### config.mk
export PLATFORM = sky130hd
export DESIGN_NAME = led_breather_flat
export DESIGN_NICKNAME = d
export VERILOG_FILES = /design/src/rtl/led_breather_pkg.sv /design/src/rtl/led_breather_if.sv /design/src/rtl/led_breather_pwm_gen.sv /design/src/rtl/led_breather.sv /design/src/flat_wrapper.sv
export SDC_FILE = /design/constraint.sdc
export NUM_CORES = 1
export LEC_CHECK = 0
export CAP_MARGIN = 25
export CORE_MARGIN = 2
export CORE_UTILIZATION = 62
export DETAILED_ROUTE_END_ITERATION = 8
export DONT_BUFFER_PORTS = 1
export GPL_ROUTABILITY_DRIVEN = 0
export PLACE_DENSITY_LB_ADDON = 0.3
export SETUP_SLACK_MARGIN = 0.5
export SYNTH_ARGS = -nofsm -noshare
export SYNTH_HDL_FRONTEND = slang
export SYNTH_SLANG_ARGS = --single-unit
### constraint.sdc
create_clock -name CLK -period 3.71 [get_ports CLK]
set_input_delay 0.1855 -clock CLK [delete_from_list [all_inputs] [get_ports CLK]]
set_output_delay 0.1855 -clock CLK [all_outputs]
set_load 0.05 [all_outputs]
### src/rtl/led_breather_pkg.sv
// Shared definitions for the breathing-LED driver: FSM state encodings and
// the default PWM width / hold length.
package led_pkg;

  localparam int unsigned StateW   = 3;
  localparam int unsigned DefWidth = 8;
  localparam int unsigned DefHold  = 4;

  typedef enum logic [StateW-1:0] {
    StIdle   = 3'd0,
    StRise   = 3'd1,
    StHoldHi = 3'd2,
    StFall   = 3'd3,
    StHoldLo = 3'd4
  } state_e;

endpackage

### src/rtl/led_breather_if.sv
// Control/status bundle of the breathing-LED driver. The master side supplies
// the step strobe and run enable; the slave side returns LED, duty and state.
interface led_breather_if #(
  parameter int unsigned WIDTH = led_pkg::DefWidth
);

  logic                      TICK;
  logic                      EN;
  logic                      LED;
  logic [WIDTH-1:0]          DUTY;
  logic [led_pkg::StateW-1:0] STATE;

  modport master (
    output TICK,
    output EN,
    input  LED,
    input  DUTY,
    input  STATE
  );

  modport slave (
    input  TICK,
    input  EN,
    output LED,
    output DUTY,
    output STATE
  );

endinterface

### src/rtl/led_breather_pwm_gen.sv
// Free-running PWM counter with a registered comparator. The counter only runs
// while 'run' is high and is parked at zero otherwise; 'boundary' marks the last
// cycle of each period so duty changes land exactly at the period start.
module pwm_gen
  import led_pkg::*;
#(
  parameter int unsigned WIDTH = DefWidth
) (
  input  logic             clk,
  input  logic             rst_n,
  input  logic             run,
  input  logic [WIDTH-1:0] duty,
  output logic             boundary,
  output logic             led
);

  logic [WIDTH-1:0] cnt_q;
  logic             led_q;

  assign boundary = run && (cnt_q == '1);
  assign led      = led_q;

  // Counter advance and one-cycle-delayed compare output.
  always_ff @(posedge clk or negedge rst_n) begin
    if (!rst_n) begin
      cnt_q <= '0;
      led_q <= 1'b0;
    end else begin
      cnt_q <= run ? cnt_q + WIDTH'(1) : '0;
      led_q <= run && (cnt_q < duty);
    end
  end

endmodule

### src/rtl/led_breather.sv
// Breathing-LED driver: steps a PWM duty up, dwells, steps it down, dwells,
// one step per period boundary whenever a prescaler tick has been seen.
module led_breather
  import led_pkg::*;
#(
  parameter int unsigned WIDTH = DefWidth,
  parameter int unsigned HOLD  = DefHold
) (
  input  logic           CLK,
  input  logic           RESETN,
  led_breather_if.slave  bus
);

  localparam int unsigned HoldW = (HOLD < 1) ? 1 : $clog2(HOLD + 1);
  localparam logic [HoldW-1:0] HoldLast = HoldW'(HOLD - 1);
  localparam logic [WIDTH-1:0] DutyOne  = WIDTH'(1);
  localparam logic [WIDTH-1:0] DutyMax  = '1;

  state_e           state_q;
  logic [WIDTH-1:0] duty_q;
  logic [HoldW-1:0] hold_q;
  logic             pending_q;
  logic             boundary;
  logic             run;
  logic             step;

  // EN low stops the counter on the same edge the FSM drops to idle.
  assign run  = bus.EN && (state_q != StIdle);
  // A tick coincident with the boundary counts without waiting a period.
  assign step = boundary && (pending_q || bus.TICK);

  assign bus.DUTY  = duty_q;
  assign bus.STATE = state_q;

  pwm_gen #(
    .WIDTH (WIDTH)
  ) u_pwm_gen (
    .clk      (CLK),
    .rst_n    (RESETN),
    .run      (run),
    .duty     (duty_q),
    .boundary (boundary),
    .led      (bus.LED)
  );

  // Ramp FSM with duty, dwell counter and tick-pending flag.
  always_ff @(posedge CLK or negedge RESETN) begin
    if (!RESETN) begin
      state_q   <= StIdle;
      duty_q    <= '0;
      hold_q    <= '0;
      pending_q <= 1'b0;
    end else if (!bus.EN) begin
      state_q   <= StIdle;
      duty_q    <= '0;
      hold_q    <= '0;
      pending_q <= 1'b0;
    end else begin
      if (step) begin
        pending_q <= 1'b0;
      end else if (bus.TICK) begin
        pending_q <= 1'b1;
      end
      case (state_q)
        StIdle: begin
          state_q <= StRise;
        end
        StRise: begin
          if (step && duty_q != DutyMax) begin
            duty_q <= duty_q + DutyOne;
            if (duty_q + DutyOne == DutyMax) begin
              state_q <= StHoldHi;
              hold_q  <= '0;
            end
          end
        end
        StHoldHi, StHoldLo: begin
          if (step) begin
            if (hold_q == HoldLast) begin
              state_q <= (state_q == StHoldHi) ? StFall : StRise;
              hold_q  <= '0;
            end else begin
              hold_q <= hold_q + HoldW'(1);
            end
          end
        end
        StFall: begin
          if (step && duty_q != '0) begin
            duty_q <= duty_q - DutyOne;
            if (duty_q == DutyOne) begin
              state_q <= StHoldLo;
              hold_q  <= '0;
            end
          end
        end
        default: begin
          state_q   <= StIdle;
          duty_q    <= '0;
          hold_q    <= '0;
          pending_q <= 1'b0;
        end
      endcase
    end
  end

endmodule
### src/flat_wrapper.sv
// flat-port wrapper written by rule: the top's interface ports become plain ports
module led_breather_flat import led_pkg::*;
#(
  parameter int unsigned WIDTH = DefWidth,
  parameter int unsigned HOLD  = DefHold
)
  (CLK, RESETN, bus_TICK, bus_EN, bus_LED, bus_DUTY, bus_STATE);
  led_breather_if #(.WIDTH(WIDTH)) bus_i ();
  input  logic CLK;
  input  logic RESETN;
  input wire logic [$bits(bus_i.TICK)-1:0] bus_TICK;
  input wire logic [$bits(bus_i.EN)-1:0] bus_EN;
  output wire logic [$bits(bus_i.LED)-1:0] bus_LED;
  output wire logic [$bits(bus_i.DUTY)-1:0] bus_DUTY;
  output wire logic [$bits(bus_i.STATE)-1:0] bus_STATE;
  assign bus_i.TICK = bus_TICK;
  assign bus_i.EN = bus_EN;
  assign bus_LED = bus_i.LED;
  assign bus_DUTY = bus_i.DUTY;
  assign bus_STATE = bus_i.STATE;
  led_breather #(.WIDTH(WIDTH), .HOLD(HOLD)) u_core (.CLK(CLK), .RESETN(RESETN), .bus(bus_i));
endmodule
==> impl_summary.txt, run 1 <==
----------------------------------------------------
[Final layout]
  # diodes ... 0
  Number of inserted filler cells in the final layout ... 206
  Cell area after layout ... 0.001823 sq mm
  # nets final ... 212
  Share of post-route cells with drive strength above 1 ... 0.08808
  Area overhead of the layout relative to synthesis ... 6.818%

[Clock tree]
  Clock latency reported for the late side of the worst-skew pair ... 0.31 ns
  CTS Hold Buffers Added ... 1
  Maximum buffer depth of the clock tree ... 2
  CTS tree ... built
  CTS buffer count ... 3
  H-tree Lvls ... 1
  Sink Count ... 24
  Number of post-CTS setup repair buffers ... 0
  Clock slew at the register clock pins of the worst setup and hold paths ... 0.13 ns
  CTS root buf ... clkbuf_4
  Number of cells upsized or downsized after cts ... 0

[Critical path]
  Worst reg-to-reg path cell count ... 6
  Slowest Stage Delay on Critical Path ... 0.77 ns
  Crit start category ... register
  Instance count on the critical path ... 6
  Max FO, Critical Path ... 8
  Critical path destination ... u_core.hold_q[0]
  Worst path buffer plus inverter count ... 0
  Arr. time, crit path ... 3.24 ns
  Cell type of the slowest stage on the worst timing path ... dfrtp_1
  Cell family with most CP delay ... compound AO/OA/AOI/OAI gates
  Startpoint-to-endpoint class of the critical path ... register to register
  Cells along the critical path ... nor2_1 -> a2111oi_4 -> a21oi_1 -> or4_4 -> a311oi_2 -> mux2_1
  Reg-to-reg critical path startpoint ... u_core.bus.STATE[0]
  R2r endpoint ... u_core.hold_q[0]
  Reg-to-reg setup timing slack ... 0.67 ns
  Nature of the critical path endpoint ... register
  Required time of the worst setup path ... 3.91 ns
  CP startpoint ... u_core.bus.STATE[0]

[Global route]
  Remaining Overflow, GRT ... 0
  Antenna violations before repair ... 0
  Total routing usage reported by global routing ... 0.2349
  Maximum number of pins on one net before global-route repair ... 25
  First-pass GRT wire length ... 5968 microns
  Number of global-route vias before repair ... 1,340

[Synthesis]
  Synth Net Count ... 207
  Synth Instances ... 189
  Flip-flop and latch count after synthesis ... 24
  Most used DFF post-synth ... dfrtp_1
  Sequential cell area fraction in the yosys report ... 0.3519
  Mean instance size in the synthesized netlist ... 9.030 sq um
  Number of synthesized flops with an enable pin ... 0
  Asr flop ratio synth ... 1.000
  Synth Cell Area ... 0.001707 sq mm
  Number of library cell types mapped by synthesis ... 46
  Number of warnings issued by yosys ... 0

[Drt]
  Sum of routed wire length over all layers ... 3629 microns
  DRC marker count from the first detailed-route iteration ... 61
  Iteration count of the initial detailed-routing pass ... 4
  Total via count in the routed design ... 1,422
  Number of antenna-violating nets in the routed design ... 0
  Average wire length per cell after detail routing ... 16.20 microns
  DRC Markers ... 0
  Post-detailed-route via-to-cell ratio ... 6.348

[Floorplanning]
  Die width ... 56.47 microns
  Vert. Die Dim ... 56.47 microns
  Number of core rows ... 19
  Total I/O pin count ... 16
  Area of the core ... 0.002686 sq mm
  Die Footprint ... 0.003188 sq mm
  Starting Density ... 0.6353

[Place]
  Port Buf Inserts ... 0
  Area of placed instances ... 0.001747 sq mm
  Final HPWL from detailed placement ... 2729 microns

[Outcome]
  Status ... finished clean

[Min path]
  Type of the tightest min-delay check ... primary input to register

[STA]
  Clock period minus worst slack ... 3.040 ns
  Final critical-path share of the clock period ... 0.8193
  Setup repair after global routing missed its margin ... no
  Max-Slew Margin vs Limit ... 0.5144
  Total Negative Setup Slacks ... 0 ns
  Worst setup skew after layout ... 0.01338 ns
  Highest attainable clock frequency ... 0.3290 GHz
  Transition at the pin with the smallest max-transition slack ... 0.7284 ns
  Max-slew violation total from the final report ... 0
  Final setup violating endpoints ... 0
  Hold Fails Final Rpt ... 0

[Pwr]
  Max rail drop VDD ... 0.3350 mV
  Leakage component of the power ... 0.7798 nW
  Power density over the cells ... 418.9 mW/mm^2

[Flow run]
  Number of maximum-capacitance violations ... 0

----------------------------------------------------
[per-layer routing]
metal  track usage  share of wire  vias to the layer above
met3       0.04378          0.039                        8
li1              -              -                      690
met2        0.3837           0.49                       40
met4       0.08844          0.020                        0
met5             0              0                        -
met1        0.3090           0.45                      684
[area by class of cell]
cell class,count,area (sq um),area share
Clock buffer,4,36.28,0.01990
Tap cell,31,38.79,0.02128
Sequential cell,24,600.6,0.3294
Multi-Input combinational cell,146,1032,0.5662
Timing Repair Buffer,7,70.07,0.03844
Inverter,12,45.04,0.02471
[registers in the layout, summed over array words and instances (netlist names)]
| signal | cells |
|---|---|
| u_core.pending_q | 1 |
| u_core.hold_q | 3 |
| u_core.bus.DUTY | 8 |
| u_core.u_pwm_gen.led | 1 |
| u_core.bus.STATE | 3 |
| u_core.u_pwm_gen.cnt_q | 8 |
[cells in the mapped netlist (2+ instances only)]
cell type | n | share of area
o22ai_1 | 2 | 0.0073
o31ai_1 | 8 | 0.035
a21oi_1 | 12 | 0.035
nand3_1 | 7 | 0.021
a21o_1 | 5 | 0.022
or3_1 | 2 | 0.0073
nand4_1 | 2 | 0.0073
ha_1 | 14 | 0.10
nor4_1 | 2 | 0.0073
nor2b_1 | 2 | 0.0073
dfrtp_1 | 24 | 0.35
nand2_1 | 10 | 0.022
nor2_1 | 17 | 0.037
nand2b_1 | 5 | 0.018
nor3_1 | 4 | 0.012
o21ai_0 | 9 | 0.026
and2_1 | 2 | 0.0073
buf_2 | 2 | 0.0059
o21ai_1 | 2 | 0.0059
a31oi_1 | 2 | 0.0073
mux2_1 | 2 | 0.013
and3_1 | 5 | 0.018
xor2_1 | 3 | 0.015
a211oi_1 | 2 | 0.0088
mux2i_1 | 4 | 0.023
inv_1 | 11 | 0.024
clkbuf_1 | 4 | 0.0088
xnor2_1 | 7 | 0.036
[power breakdown]
group / internal [W] / switching [W]
registers: 0.000278 / 0.0000482
clock network: 0.0000599 / 0.0000794
logic: 0.000117 / 0.000181
[worst min path at each step]
stage          slack (ns)  cells after the start                         to   start
3_5_place_dp        -0.11                      0         u_core.bus.DUTY[3]  RESETN
4_1_cts              0.11                      2           u_core.pending_q  bus_EN
3_3_place_gp        -0.11                      0         u_core.bus.DUTY[3]  RESETN
2_1_floorplan       -0.11                      0         u_core.bus.DUTY[0]  RESETN
6_report             0.03                      2  u_core.u_pwm_gen.cnt_q[6]  bus_EN
5_1_grt              0.03                      2  u_core.u_pwm_gen.cnt_q[6]  bus_EN
[cells in the final DEF, fill, tap and decap left out, types with 3 or more instances in the layout]
cell type,count
mux2i_1,4
ha_1,14
nand2b_1,5
and3_1,5
clkbuf_4,3
o21ai_0,9
nor2_1,17
xnor2_1,7
a21oi_1,12
buf_4,4
nand3_1,7
inv_1,11
xor2_1,3
a21o_1,5
o31ai_1,8
nor3_1,4
nand2_1,10
dfrtp_1,24
[through the flow]
step	setup WS [ns]	hold WS, ns	power [W]	std cells	utilization
2_1_floorplan	0.9082	-0.1101	0.0005491	189	-
3_3_place_gp	0.8284	-0.1095	0.0006002	217	0.6502
3_5_place_dp	0.7096	-0.1095	0.0006159	217	0.6502
4_1_cts	0.6868	0.1145	0.0007611	222	0.6674
5_1_grt	0.5251	0.02666	0.0008133	224	0.6786
6_report	0.6702	0.03413	0.0007637	224	0.6786
[cell families after synthesis]
| family | share of synthesized area |
|---|---|
| buf+inv | 0.04325 |
| fa+ha+maj | 0.1026 |
| simple gates | 0.2053 |
| xor+xnor | 0.05132 |
| mux | 0.03666 |
| flops | 0.3519 |
| compound gates | 0.2089 |
No activity file was read; power rests on OpenSTA's default activity.
==> run 2: changes to the inputs <==
==> constraint.sdc (replaced) <==
create_clock -name CLK -period 3.1 [get_ports CLK]
set_input_delay 0.155 -clock CLK [delete_from_list [all_inputs] [get_ports CLK]]
set_output_delay 0.155 -clock CLK [all_outputs]
set_load 0.05 [all_outputs]
==> run 2 against run 1 <==
Compared with the run above:
- die area did not move
- highest routed layer unchanged
- critical endpoint unchanged
- first-iteration DRC count rose by 74%
- non-clock buffer count up 7
- count of clock-buffer cells in the layout shrank 1
- cell area is 8.4% higher
- sequential share of layout area fell by 1.3 points
- clock power is 68% higher
- core utilization rose by 5.7 points
- cell count increased by 3.1%
==> impl_summary.txt, run 2 (synthesis gave the netlist of run 1 again) <==
----------------------------------------------------
[STA]
  Total Negative Setup Slacks ... 0 ns (unchanged)
  Setup repair after global routing missed its margin ... yes (was no)
  Final critical-path share of the clock period ... 0.8423 (was 0.8193)
  Worst-case setup margin in the final layout ... 0.4888 ns (was 0.6702 ns)
  Max-slew violation total from the final report ... 0 (unchanged)
  Final setup violating endpoints ... 0 (unchanged)
  Transition at the pin with the smallest max-transition slack ... 0.4505 ns (was 0.7284 ns)
  Max-Slew Margin vs Limit ... 0.6965 (was 0.5144)
  Hold Fails Final Rpt ... 0 (unchanged)
  Clock period minus worst slack ... 2.611 ns (was 3.040 ns)
  Highest attainable clock frequency ... 0.3830 GHz (was 0.3290 GHz)
  Worst setup skew after layout ... 0.004280 ns (was 0.01338 ns)

[Final layout]
  # nets final ... 219 (was 212)
  Number of inserted filler cells in the final layout ... 186 (was 206)
  Fin util ... 0.7354 (was 0.6786)
  Area overhead of the layout relative to synthesis ... 15.76% (was 6.818%)
  # diodes ... 0 (unchanged)
  Area of all sequential standard cells ... 625.6 sq um (was 600.6 sq um)
  Most common library cell in the layout ignoring fill and taps ... nor2_1 (was dfrtp_1)
  Share of post-route cells with drive strength above 1 ... 0.2150 (was 0.08808)
  Commonest non-fill, non-tap cells in the layout ... nor2_1 (15), dfrtp_1 (14), ha_1 (12) (was dfrtp_1 (24), nor2_1 (17), ha_1 (14), a21oi_1 (12), inv_1 (11))
  Cell area after layout ... 0.001976 sq mm (was 0.001823 sq mm)
  Area used by multi-input combinational logic ... 0.001095 sq mm (was 0.001032 sq mm)

[Pwr]
  Part of the total power dissipated in the clock network ... 0.225 (was 0.182)
  Net switching fraction of the power ... 0.3871 (was 0.4042)
  Max rail drop VDD ... 0.5306 mV (was 0.3350 mV)
  Leakage component of the power ... 0.8063 nW (was 0.7798 nW)
  Sequential share of power ... 0.422 (was 0.428)
  Power density over the cells ... 524.0 mW/mm^2 (was 418.9 mW/mm^2)
  Net switching power ... 0.0004007 W (was 0.0003087 W)
  Cell-internal power ... 0.0006345 W (was 0.0004551 W)
  Logic pwr share ... 0.354 (was 0.390)

[Drt]
  Total via count in the routed design ... 1,524 (was 1,422)
  Iteration count of the initial detailed-routing pass ... 4 (unchanged)
  Number of antenna-violating nets in the routed design ... 0 (unchanged)
  Average wire length per cell after detail routing ... 17.85 microns (was 16.20 microns)
  Sum of routed wire length over all layers ... 4123 microns (was 3629 microns)
  DRC marker count from the first detailed-route iteration ... 106 (was 61)
  Post-detailed-route via-to-cell ratio ... 6.597 (was 6.348)
  DRC Markers ... 0 (unchanged)

[Floorplanning]
  Area of the core ... 0.002686 sq mm (unchanged)
  Die width ... 56.47 microns (unchanged)
  Number of core rows ... 19 (unchanged)
  Total I/O pin count ... 16 (unchanged)
  Die Footprint ... 0.003188 sq mm (unchanged)
  Vert. Die Dim ... 56.47 microns (unchanged)
  Starting Density ... 0.6353 (unchanged)

[Min path]
  Hold Path Cell Cnt ... 2 (unchanged)
  Type of the tightest min-delay check ... primary input to register (unchanged)

[Global route]
  Number of global-route vias before repair ... 1,440 (was 1,340)
  First-pass GRT wire length ... 6844 microns (was 5968 microns)
  Remaining Overflow, GRT ... 0 (unchanged)
  Maximum number of pins on one net before global-route repair ... 25 (unchanged)
  Total routing usage reported by global routing ... 0.2696 (was 0.2349)
  Antenna violations before repair ... 0 (unchanged)

[Outcome]
  Status ... finished clean (unchanged)

[Place]
  Port Buf Inserts ... 0 (unchanged)
  Final HPWL from detailed placement ... 2757 microns (was 2729 microns)
  Area of placed instances ... 0.001778 sq mm (was 0.001747 sq mm)
  Placement Setup Slack ... 0.3955 ns (was 0.7096 ns)

[Clock tree]
  Clock latency reported for the late side of the worst-skew pair ... 0.33 ns (was 0.31 ns)
  CTS buffer count ... 3 (unchanged)
  Maximum buffer depth of the clock tree ... 2 (unchanged)
  Sink Count ... 24 (unchanged)
  H-tree Lvls ... 1 (unchanged)
  CTS tree ... built (unchanged)
  Clock slew at the register clock pins of the worst setup and hold paths ... 0.14 ns (was 0.13 ns)
  CTS root buf ... clkbuf_4 (unchanged)

[Flow run]
  Number of maximum-capacitance violations ... 0 (unchanged)

[Critical path]
  Instance count on the critical path ... 6 (unchanged)
  Startpoint-to-endpoint class of the critical path ... register to register (unchanged)
  Max FO, Critical Path ... 9 (was 8)
  Cell family with most CP delay ... simple AND/OR/NAND/NOR gates (was compound AO/OA/AOI/OAI gates)
  Arr. time, crit path ... 2.84 ns (was 3.24 ns)
  Cells along the critical path ... nor2b_1 -> nand3_1 -> o31a_1 -> or4_4 -> a311oi_4 -> mux2_4 (was nor2_1 -> a2111oi_4 -> a21oi_1 -> or4_4 -> a311oi_2 -> mux2_1)
  Worst path buffer plus inverter count ... 0 (unchanged)
  Crit start category ... register (unchanged)
  Required time of the worst setup path ... 3.33 ns (was 3.91 ns)
  Cell type of the slowest stage on the worst timing path ... dfrtp_4 (was dfrtp_1)
  Slowest Stage Delay on Critical Path ... 0.60 ns (was 0.77 ns)
  Worst reg-to-reg path cell count ... 6 (unchanged)
  Nature of the critical path endpoint ... register (unchanged)

----------------------------------------------------
==> run 2: what timing repair did <==
item | 4_1_cts | 5_1_grt
hold buffers | 2 | 0
hold endpoints to repair | 24 | 0
gates resized for setup | 7 | 11
buffers inserted | 3 | 5
pin swaps | 2 | 4
endpoints found under the setup margin | 2 | 6
==> run 2: cell type report <==
| type | count | area share |
|---|---|---|
| clock inverter | 1 | 0.01520 |
| clock buffer | 3 | 0.01140 |
| multi-input combinational | 146 | 0.5541 |
| timing repair buffer | 14 | 0.05763 |
| tap | 31 | 0.01963 |
| sequential | 24 | 0.3167 |
| inverter | 12 | 0.02533 |
==> run 2: power groups by stage <==
stage	clock, W	combinational [W]	sequential, W
finish	0.000233	0.000366	0.000437
global route	0.000251	0.000404	0.000441
CTS	0.000238	0.000338	0.000429
detailed placement	0	0.000303	0.000436
global placement	0	0.000296	0.000432
floorplan	0	0.000246	0.000426
==> run 2: per-stage QoR <==
step / power (W) / hold slack [ns] / std cells
2_1_floorplan: 0.0006724 / -0.1406 / 189
3_3_place_gp: 0.0007285 / -0.1401 / 217
3_5_place_dp: 0.0007390 / -0.1400 / 217
4_1_cts: 0.001004 / 0.04588 / 226
5_1_grt: 0.001096 / 0.08982 / 231
6_report: 0.001035 / 0.08085 / 231
==> run 2: worst paths after layout <==
kind | endpoint | start | slack [ns]
max reg2reg | u_core.hold_q[0] | u_core.bus.DUTY[4] | 0.49
max in group asynchronous | u_core.bus.STATE[0] | RESETN | 2.69
min reg2reg | u_core.hold_q[2] | u_core.hold_q[2] | 0.51
min | u_core.pending_q | bus_EN | 0.08
max | u_core.hold_q[0] | u_core.bus.DUTY[4] | 0.49
min in group asynchronous | u_core.bus.DUTY[4] | RESETN | 0.23
==> run 2: worst register-to-register path: cells and delay by family, from the launching register on <==
| kind | cells | cell delay [ns] |
|---|---|---|
| flops | 1 | 0.60 |
| compound gates | 2 | 0.64 |
| simple gates | 3 | 0.95 |
| mux | 1 | 0.33 |
==> run 2: metal layers <==
| layer | share of wire | wire (microns) | up-vias | global-route usage |
|---|---|---|---|---|
| met2 | 0.50 | 2042 | 72 | 0.4369 |
| met5 | 0 | 0 | - | 0 |
| met3 | 0.070 | 289 | 14 | 0.05069 |
| met4 | 0.024 | 97 | 0 | 0.1020 |
| li1 | - | - | 709 | - |
| met1 | 0.41 | 1693 | 729 | 0.3565 |
==> run 3: changes to the inputs <==
--- a/config.mk
+++ b/config.mk
@@ -7,7 +7,7 @@
 export LEC_CHECK = 0
 export CAP_MARGIN = 25
 export CORE_MARGIN = 2
-export CORE_UTILIZATION = 62
+export CORE_UTILIZATION = 57
 export DETAILED_ROUTE_END_ITERATION = 8
 export DONT_BUFFER_PORTS = 1
 export GPL_ROUTABILITY_DRIVEN = 0
==> constraint.sdc (replaced) <==
create_clock -name CLK -period 2.4 [get_ports CLK]
set_input_delay 0.12 -clock CLK [delete_from_list [all_inputs] [get_ports CLK]]
set_output_delay 0.12 -clock CLK [all_outputs]
set_load 0.05 [all_outputs]
==> run 3 against run 2 <==
Compared with the run above:
- the run now ends with design-rule violations, negative setup slack left
- core utilization is 12 points higher
- cell count is 20% higher
- maximum frequency is 6.6% higher
- sequential cell count stayed put
- critical path type unchanged
- largest cell class unchanged
==> impl_summary.txt, run 3 (synthesis gave the netlist of run 1 again) <==
----------------------------------------------------
[Pwr]
  Net switching fraction of the power ... 0.4114 (was 0.3871)
  Cell-internal power ... 0.0008953 W (was 0.0006345 W)
  Max rail drop VDD ... 0.3997 mV (was 0.5306 mV)
  Leakage component of the power ... 1.065 nW (was 0.8063 nW)
  Sequential share of power ... 0.328 (was 0.422)
  Logic pwr share ... 0.519 (was 0.354)
  Power after layout ... 0.001521 W (was 0.001035 W)
  Net switching power ... 0.0006258 W (was 0.0004007 W)
  Power density over the cells ... 631.5 mW/mm^2 (was 524.0 mW/mm^2)
  Part of the total power dissipated in the clock network ... 0.154 (was 0.225)

[Floorplanning]
  Die width ... 58.72 microns (was 56.47 microns)
  Starting Density ... 0.6084 (was 0.6353)
  Number of core rows ... 19 (unchanged)
  Area of the core ... 0.002805 sq mm (was 0.002686 sq mm)
  Die Footprint ... 0.003448 sq mm (was 0.003188 sq mm)
  Total I/O pin count ... 16 (unchanged)
  Vert. Die Dim ... 58.72 microns (was 56.47 microns)

[Place]
  Port Buf Inserts ... 0 (unchanged)
  Final HPWL from detailed placement ... 3229 microns (was 2757 microns)

[Global route]
  Maximum number of pins on one net before global-route repair ... 25 (unchanged)
  Number of global-route vias before repair ... 1,868 (was 1,440)
  First-pass GRT wire length ... 8604 microns (was 6844 microns)
  Antenna violations before repair ... 0 (unchanged)
  Remaining Overflow, GRT ... 0 (unchanged)
  Total routing usage reported by global routing ... 0.3316 (was 0.2696)

[Critical path]
  Max FO, Critical Path ... 4 (was 9)
  Nature of the critical path endpoint ... register (unchanged)
  Crit start category ... register (unchanged)
  Worst reg-to-reg path cell count ... 7 (was 6)
  Arr. time, crit path ... 2.70 ns (was 2.84 ns)
  R2r endpoint ... u_core.bus.STATE[2] (was u_core.hold_q[0])
  Reg-to-reg critical path startpoint ... u_core.bus.DUTY[2] (was u_core.bus.DUTY[4])
  Startpoint-to-endpoint class of the critical path ... register to register (unchanged)
  Required time of the worst setup path ... 2.65 ns (was 3.33 ns)
  Reg-to-reg setup timing slack ... -0.05 ns (was 0.49 ns)

[Drt]
  Total via count in the routed design ... 1,834 (was 1,524)
  Iteration count of the initial detailed-routing pass ... 8 (was 4)
  DRC marker count from the first detailed-route iteration ... 163 (was 106)
  DRC Markers ... 1 (was 0)
  Post-detailed-route via-to-cell ratio ... 6.621 (was 6.597)
  Average wire length per cell after detail routing ... 19.95 microns (was 17.85 microns)
  Sum of routed wire length over all layers ... 5527 microns (was 4123 microns)
  Number of antenna-violating nets in the routed design ... 0 (unchanged)

[Clock tree]
  CTS tree ... built (unchanged)
  Sink Count ... 24 (unchanged)
  CTS buffer count ... 3 (unchanged)
  Maximum buffer depth of the clock tree ... 2 (unchanged)
  Clock latency reported for the late side of the worst-skew pair ... 0.34 ns (was 0.33 ns)
  Clock slew at the register clock pins of the worst setup and hold paths ... 0.14 ns (about the same)
  CTS root buf ... clkbuf_4 (unchanged)
  H-tree Lvls ... 1 (unchanged)

[STA]
  WHS ... 0.04974 ns (was 0.08085 ns)
  Highest attainable clock frequency ... 0.4083 GHz (was 0.3830 GHz)
  Final critical-path share of the clock period ... 1.020 (was 0.8423)
  Final setup violating endpoints ... 4 (was 0)
  Hold Fails Final Rpt ... 0 (unchanged)
  Transition at the pin with the smallest max-transition slack ... 0.4870 ns (was 0.4505 ns)
  Max-slew violation total from the final report ... 0 (unchanged)
  Worst-case setup margin in the final layout ... -0.04916 ns (was 0.4888 ns)
  Worst setup skew after layout ... 0.002329 ns (was 0.004280 ns)
  Clock period minus worst slack ... 2.449 ns (was 2.611 ns)
  Max-Slew Margin vs Limit ... 0.6723 (was 0.6965)
  Setup repair after global routing missed its margin ... yes (unchanged)

[Final layout]
  Fin util ... 0.8586 (was 0.7354)
  Area overhead of the layout relative to synthesis ... 41.13% (was 15.76%)
  Commonest non-fill, non-tap cells in the layout ... buf_4 (55), nor2_1 (16), dfrtp_1 (14), ha_1 (12), inv_1 (11) (was nor2_1 (15), dfrtp_1 (14), ha_1 (12))
  Share of post-route cells with drive strength above 1 ... 0.4268 (was 0.2150)
  # diodes ... 0 (unchanged)
  # nets final ... 265 (was 219)
  Most common library cell in the layout ignoring fill and taps ... buf_4 (was nor2_1)

[Min path]
  Hold Path Cell Cnt ... 2 (unchanged)
  Start point of the worst hold path ... bus_EN (unchanged)
  Type of the tightest min-delay check ... primary input to register (unchanged)
  Worst min-delay path endpoint ... u_core.pending_q (unchanged)

[Outcome]
  Violated checks ... design-rule violations, negative setup slack
  Status ... complete, but fails checks (was finished clean)

[Flow run]
  Number of maximum-capacitance violations ... 0 (unchanged)

----------------------------------------------------
[run 3: cell count changes in the layout (fill, tap and decap cells not counted), sizes merged]
| cell | change |
|---|---|
| buf | +46 |
| clkbuf | +1 |
| bufinv | -1 |
[run 3: stage by stage]
stage | area, sq um | TNS (ns) | setup slack [ns] | instances
finish | 2409 | -0.09976 | -0.04916 | 277
global route | 2409 | -0.1955 | -0.06337 | 277
CTS | 2326 | 0 | 0.04415 | 272
detailed placement | 2051 | -0.2378 | -0.1024 | 250
global placement | 2051 | -0.04136 | -0.02727 | 250
floorplan | 1775 | -0.1520 | -0.09087 | 189
[run 3: area by class of cell]
cell class	instances	area [sq um]
multi-input cells	146	1185
repair buffers	60	485.5
inverters	12	47.55
clock buffers	4	36.28
flip-flops and latches	24	615.6
fillers	136	396.6
well taps	31	38.79
[run 3: worst max-delay path by stage]
stage	from	end	slack [ns]	cells past startpoint
after floorplan	u_core.bus.STATE[2]	u_core.hold_q[0]	-0.09	6
after global placement	u_core.u_pwm_gen.cnt_q[0]	u_core.hold_q[0]	-0.03	7
after detailed placement	u_core.u_pwm_gen.cnt_q[0]	u_core.bus.STATE[0]	-0.10	7
after CTS	u_core.u_pwm_gen.cnt_q[4]	u_core.hold_q[0]	0.04	6
after global routing	u_core.bus.DUTY[0]	u_core.bus.STATE[2]	-0.06	8
final	u_core.bus.DUTY[2]	u_core.bus.STATE[2]	-0.05	7
[run 3: power groups by stage]
stage / logic [W] / registers (W) / clock network, W
final: 0.000789 / 0.000498 / 0.000234
after detailed placement: 0.000584 / 0.000502 / 0
after floorplan: 0.000321 / 0.000559 / 0
after global placement: 0.000564 / 0.000500 / 0
after CTS: 0.000706 / 0.000492 / 0.000226
after global routing: 0.000836 / 0.000502 / 0.000246
[run 3: routing by layer]
| metal | global-route usage | wire [microns] | vias to the layer above |
|---|---|---|---|
| met5 | 0 | 0 | - |
| met1 | 0.3900 | 2079 | 875 |
| met3 | 0.05495 | 433 | 39 |
| li1 | - | - | 802 |
| met4 | 0.1883 | 256 | 0 |
| met2 | 0.5683 | 2757 | 118 |
[run 3: critical path: stages, from the launching register on]
cell and delay, ns:
dfrtp_2 0.47, nor4_2 0.45, a41oi_1 0.18, o31a_1 0.17, or4_4 0.47, nor3_4 0.24, buf_4 0.15, mux2i_1 0.24
[run 3: timing repair]
item                                    in CTS  in global routing
hold endpoints to repair                    24                  0
buffers inserted                            17                  4
resized for setup                           25                  8
pin swaps                                   11                  2
hold buffers                                 1                  0
cloned                                       0                  0
endpoints found under the setup margin      14                 15
